===== src/rtl/vga_sync.sv =====
// vga_sync: pixel-timing generator for the 640x480@60 Hz display path.
//
// Divides the system clock down to the pixel rate, counts pixel columns and
// lines, and produces the sync/blanking decode aligned with the coordinates.
//
// Ports:
//   clk        in   system clock
//   rst        in   asynchronous active-low reset
//   xg         out  current pixel column, 0..H_TOTAL-1 (registered)
//   yg         out  current line, 0..V_TOTAL-1 (registered)
//   hsync      out  horizontal sync, active-low (registered)
//   vsync      out  vertical sync, active-low (registered)
//   video_on   out  high while (xg, yg) is in the visible area (registered)
//   p_tick     out  one-clk pulse per pixel period (divider == CLK_DIV-1)
//   frame_tick out  one-clk pulse on the first cycle of each new frame
//
// CLK_DIV must be 1..16 and both H_TOTAL and V_TOTAL must fit in 10 bits.
module vga_sync #(
  parameter int unsigned CLK_DIV   = 4,
  parameter int unsigned H_DISPLAY = 640,
  parameter int unsigned H_FRONT   = 16,
  parameter int unsigned H_SYNC    = 96,
  parameter int unsigned H_BACK    = 48,
  parameter int unsigned V_DISPLAY = 480,
  parameter int unsigned V_FRONT   = 10,
  parameter int unsigned V_SYNC    = 2,
  parameter int unsigned V_BACK    = 33
) (
  input  logic       clk,
  input  logic       rst,
  output logic [9:0] xg,
  output logic [9:0] yg,
  output logic       hsync,
  output logic       vsync,
  output logic       video_on,
  output logic       p_tick,
  output logic       frame_tick
);

  localparam int unsigned H_TOTAL = H_DISPLAY + H_FRONT + H_SYNC + H_BACK;
  localparam int unsigned V_TOTAL = V_DISPLAY + V_FRONT + V_SYNC + V_BACK;

  localparam int unsigned DivW = (CLK_DIV > 1) ? $clog2(CLK_DIV) : 1;
  localparam logic [DivW-1:0] DivLast = DivW'(CLK_DIV - 1);

  localparam logic [9:0] HLast      = 10'(H_TOTAL - 1);
  localparam logic [9:0] VLast      = 10'(V_TOTAL - 1);
  localparam logic [9:0] HDisp      = 10'(H_DISPLAY);
  localparam logic [9:0] VDisp      = 10'(V_DISPLAY);
  localparam logic [9:0] HSyncFirst = 10'(H_DISPLAY + H_FRONT);
  localparam logic [9:0] HSyncLast  = 10'(H_DISPLAY + H_FRONT + H_SYNC - 1);
  localparam logic [9:0] VSyncFirst = 10'(V_DISPLAY + V_FRONT);
  localparam logic [9:0] VSyncLast  = 10'(V_DISPLAY + V_FRONT + V_SYNC - 1);

  logic [DivW-1:0] div_q, div_d;
  logic [9:0]      h_q, h_d;
  logic [9:0]      v_q, v_d;
  logic            hsync_q, vsync_q, video_on_q, frame_tick_q;
  logic            tick;

  // With CLK_DIV=1 the divider is stuck at 0 == DivLast, so tick stays high.
  always_comb begin
    tick  = (div_q == DivLast);
    div_d = tick ? '0 : div_q + DivW'(1);
    h_d   = h_q;
    v_d   = v_q;
    if (tick) begin
      if (h_q == HLast) begin
        h_d = '0;
        v_d = (v_q == VLast) ? '0 : v_q + 10'd1;
      end else begin
        h_d = h_q + 10'd1;
      end
    end
  end

  // Decode uses the next counter values so the registered flags change on the
  // same edge as xg/yg.
  always_ff @(posedge clk or negedge rst) begin
    if (!rst) begin
      div_q        <= '0;
      h_q          <= '0;
      v_q          <= '0;
      hsync_q      <= 1'b1;
      vsync_q      <= 1'b1;
      video_on_q   <= 1'b1;
      frame_tick_q <= 1'b0;
    end else begin
      div_q        <= div_d;
      h_q          <= h_d;
      v_q          <= v_d;
      hsync_q      <= !((h_d >= HSyncFirst) && (h_d <= HSyncLast));
      vsync_q      <= !((v_d >= VSyncFirst) && (v_d <= VSyncLast));
      video_on_q   <= (h_d < HDisp) && (v_d < VDisp);
      // Only an actual wrap into (0,0) fires; reset alone never does.
      frame_tick_q <= tick && (h_d == '0) && (v_d == '0);
    end
  end

  assign xg         = h_q;
  assign yg         = v_q;
  assign hsync      = hsync_q;
  assign vsync      = vsync_q;
  assign video_on   = video_on_q;
  assign p_tick     = tick;
  assign frame_tick = frame_tick_q;

endmodule


===== config.mk =====
export PLATFORM = sky130hd
export DESIGN_NAME = vga_sync
export DESIGN_NICKNAME = d
export VERILOG_FILES = /design/src/rtl/vga_sync.sv
export SDC_FILE = /design/constraint.sdc
export NUM_CORES = 1
export LEC_CHECK = 0
export CAP_MARGIN = 0
export CORE_MARGIN = 4
export CORE_UTILIZATION = 45
export DETAILED_ROUTE_END_ITERATION = 10
export PLACE_DENSITY = 0.68
export SLEW_MARGIN = 15
export SYNTH_ARGS = -nofsm -noshare
export SYNTH_HDL_FRONTEND = slang
export SYNTH_SLANG_ARGS = --single-unit

===== constraint.sdc =====
create_clock -name clk -period 2.8 [get_ports clk]
set_input_delay 0.56 -clock clk [delete_from_list [all_inputs] [get_ports clk]]
set_output_delay 0.56 -clock clk [all_outputs]
set_load 0.02 [all_outputs]

==> run metrics <==
Max FO, Critical Path 6; Routed wire per std cell 15.1 um; most frequent cells in the layout 26 x clkdlybuf4s50_1, 22 x dfrtp_1, 11 x nor3_1, 11 x nand2_1, 9 x nor2_1; Net count, final 186; sequential group share of total power 65.2%; Die Span Y 65.3 um; pwr dens 314 nW/um2; antenna-violating nets left 0; period utilisation layout 93.2%; Critical path buffers and inverters 0; Fin. Hold Viols 0; status finished, final reports clean; chip width 65.3 um; internal power 458 uW; ratio of cells with drive above 1 in the final layout 10.1%; H-tree Lvls 1; global-route wire length before repair 5760 um; PortBufs 26; CTS clk-pin slew, worst paths 0.14 ns; Hold Path Class reg2reg; n_diodes 0; Gate power share 1.6%; vias 1239; total CTS buffers 3; CTS tree built; Root Driver clkbuf_4; CP arrival 2.86 ns; Fmax achieved 383 MHz; Synth warnings 0; count of cell types in the netlist 45; CP delay by family, top simple AND/OR/NAND/NOR gates; vias in the first global route 1167; # IOs 27; largest stage delay on the critical path 0.56 ns; cell area after layout 1840 um2; die area 4270 um2; core area 3100 um2; Synth Instances 152; Req. time, crit path 3.05 ns; Starting DRT DRC Count 83; switch share 20.5%; Post-Route WL 3370 um; Vias/cell 5.56; Main synth FF type dfrtp_1; Max VDD drop 0.000184 V; slew margin rel. 58.3%; most common cell after layout, fill and taps aside clkdlybuf4s50_1; Fin Setup TNS 0 ns; Fill cells 292; Final Wtd Congestion 0.849; P_sw 118 uW; Initial Utilization 47.7%; Final setup viols 0; Post-CTS Setup Inserts 0; post-synthesis sequential area ratio 44.2%; Area Overhead vs Synth 24.1%; leak pwr 0.000759 uW; post-DP HPWL 2500 um; Clock Skews 0.00281 ns; number of antenna violations at the first check in global routing 0; gr ovfl total 0; CTS sink cnt 26; clock share of power 33.2%; Mapped Avg Cell Area 9.73 um2; synthesis-stage register bit count 26; DRC Markers 0; Syn Nets 158; row cnt 20; largest net degree at the start of global routing 27; slowest stage cell, crit path or4b_1; worst slew pin tran 0.621 ns; Slew Viols, Final 0; Clock Path Buffers 2; critical path type reg2reg; CP Cell Sequence ha_1 -> nand3_1 -> or4_4 -> nor4_4 -> xor2_2 -> nand4_1 -> or4b_1; RSZ-0062 raised after global routing false; TritonRoute pass-1 iters 4; Async SR Flop Fraction 100%; EDFF count, synth 0; post-layout min period 2.61 ns; Worst Setup Start Kind flip-flop; Mapped Area 1480 um2; max cap viols 0; DP Area 1800 um2; latest clock arrival within the worst-skew pair 0.33 ns; Worst Setup End Kind flip-flop; Total Routing Usage GR 17.0%
cell usage after synthesis (2+ instances only):
cell	n	area [um2]
dfrtp_1	23	576
nand2_1	11	41.3
nor3_1	11	55.1
nor2_1	9	33.8
nand3_1	8	40.0
clkbuf_1	7	26.3
xnor2_1	7	61.3
and3_1	6	37.5
inv_1	6	22.5
nand4_1	5	31.3
nor4_1	5	31.3
o21ai_0	5	25.0
ha_1	4	50.1
a21oi_1	3	15.0
dfstp_2	3	78.8
xor2_1	3	26.3
a21o_1	2	15.0
mux2i_1	2	20.0
nand2b_1	2	12.5
nor2b_1	2	12.5
o211ai_1	2	15.0
o21a_1	2	15.0
or3_1	2	12.5
registers in the layout, indices dropped and copies added, names as in the netlist:
| name | flops |
|---|---|
| xg | 10 |
| vsync | 1 |
| frame_tick | 1 |
| yg | 10 |
| video_on | 1 |
| div_q | 2 |
| hsync | 1 |
worst register-to-register path, stage by stage, from the launching register on:
cell	delay (ns)
dfrtp_1	0.46
ha_1	0.25
nand3_1	0.18
or4_4	0.48
nor4_4	0.27
xor2_2	0.21
nand4_1	0.13
or4b_1	0.56
final timing paths:
| check | startpoint | end | slack (ns) | depth (start not counted) |
|---|---|---|---|---|
| max in group asynchronous | rst | vsync | 1.93 | 2 |
| worst min register to register | div_q[0] | div_q[0] | 0.44 | 1 |
| worst max-delay path | xg[1] | vsync | 0.19 | 7 |
| worst max register to register | xg[1] | vsync | 0.19 | 7 |
| worst min-delay path | div_q[0] | div_q[0] | 0.44 | 1 |
| min in group asynchronous | rst | xg[8] | 0.58 | 2 |
power groups by stage:
stage | sequential [uW] | clock, uW | combinational [uW]
2_1_floorplan | 383 | 0 | 0.000296
3_3_place_gp | 383 | 0 | 9.57
3_5_place_dp | 383 | 0 | 9.89
4_1_cts | 376 | 194 | 9.79
5_1_grt | 376 | 211 | 11.2
6_report | 376 | 191 | 9.08
cells by family after synthesis:
kind of cell | share of synthesized area [%]
compound gates | 9.05
xor+xnor | 7.02
fa+ha+maj | 3.38
buf+inv | 3.30
flops | 44.2
mux | 2.12
simple gates | 30.9
layer usage:
metal / vias up / wire length (um) / GRT usage [%]
li1: 609 / - / -
met1: 583 / 1670 / 24.6
met2: 42 / 1510 / 26.8
met3: 5 / 144 / 2.39
met4: 0 / 40 / 3.89
met5: - / 0 / 0
metrics by stage:
stage	total power (uW)	setup WS (ns)	hold WS, ns	util [%]	instances
floorplan	383	0.258	0.264	-	152
global placement	392	0.353	0.414	57.9	219
detailed placement	393	0.174	0.422	57.9	219
CTS	579	0.158	0.442	59.1	223
global route	598	0.0216	0.458	59.2	223
finish	576	0.190	0.441	59.2	223
what timing repair did:
| item | 4_1_cts | 5_1_grt |
|---|---|---|
| setup endpoints to repair | 0 | 1 |
| hold buffers | 0 | 0 |
| resized for setup | 0 | 1 |
cell type report:
type                    count  area, um2  share of cell area [%]
multi-input cells         113        776                    42.3
flip-flops and latches     26        656                    35.7
repair buffers             30        290                    15.8
well taps                  44       55.1                    3.00
clock buffers               4       36.3                    1.98
inverters                   6       22.5                    1.23
Note: power is estimated with default switching activity, not from simulation.
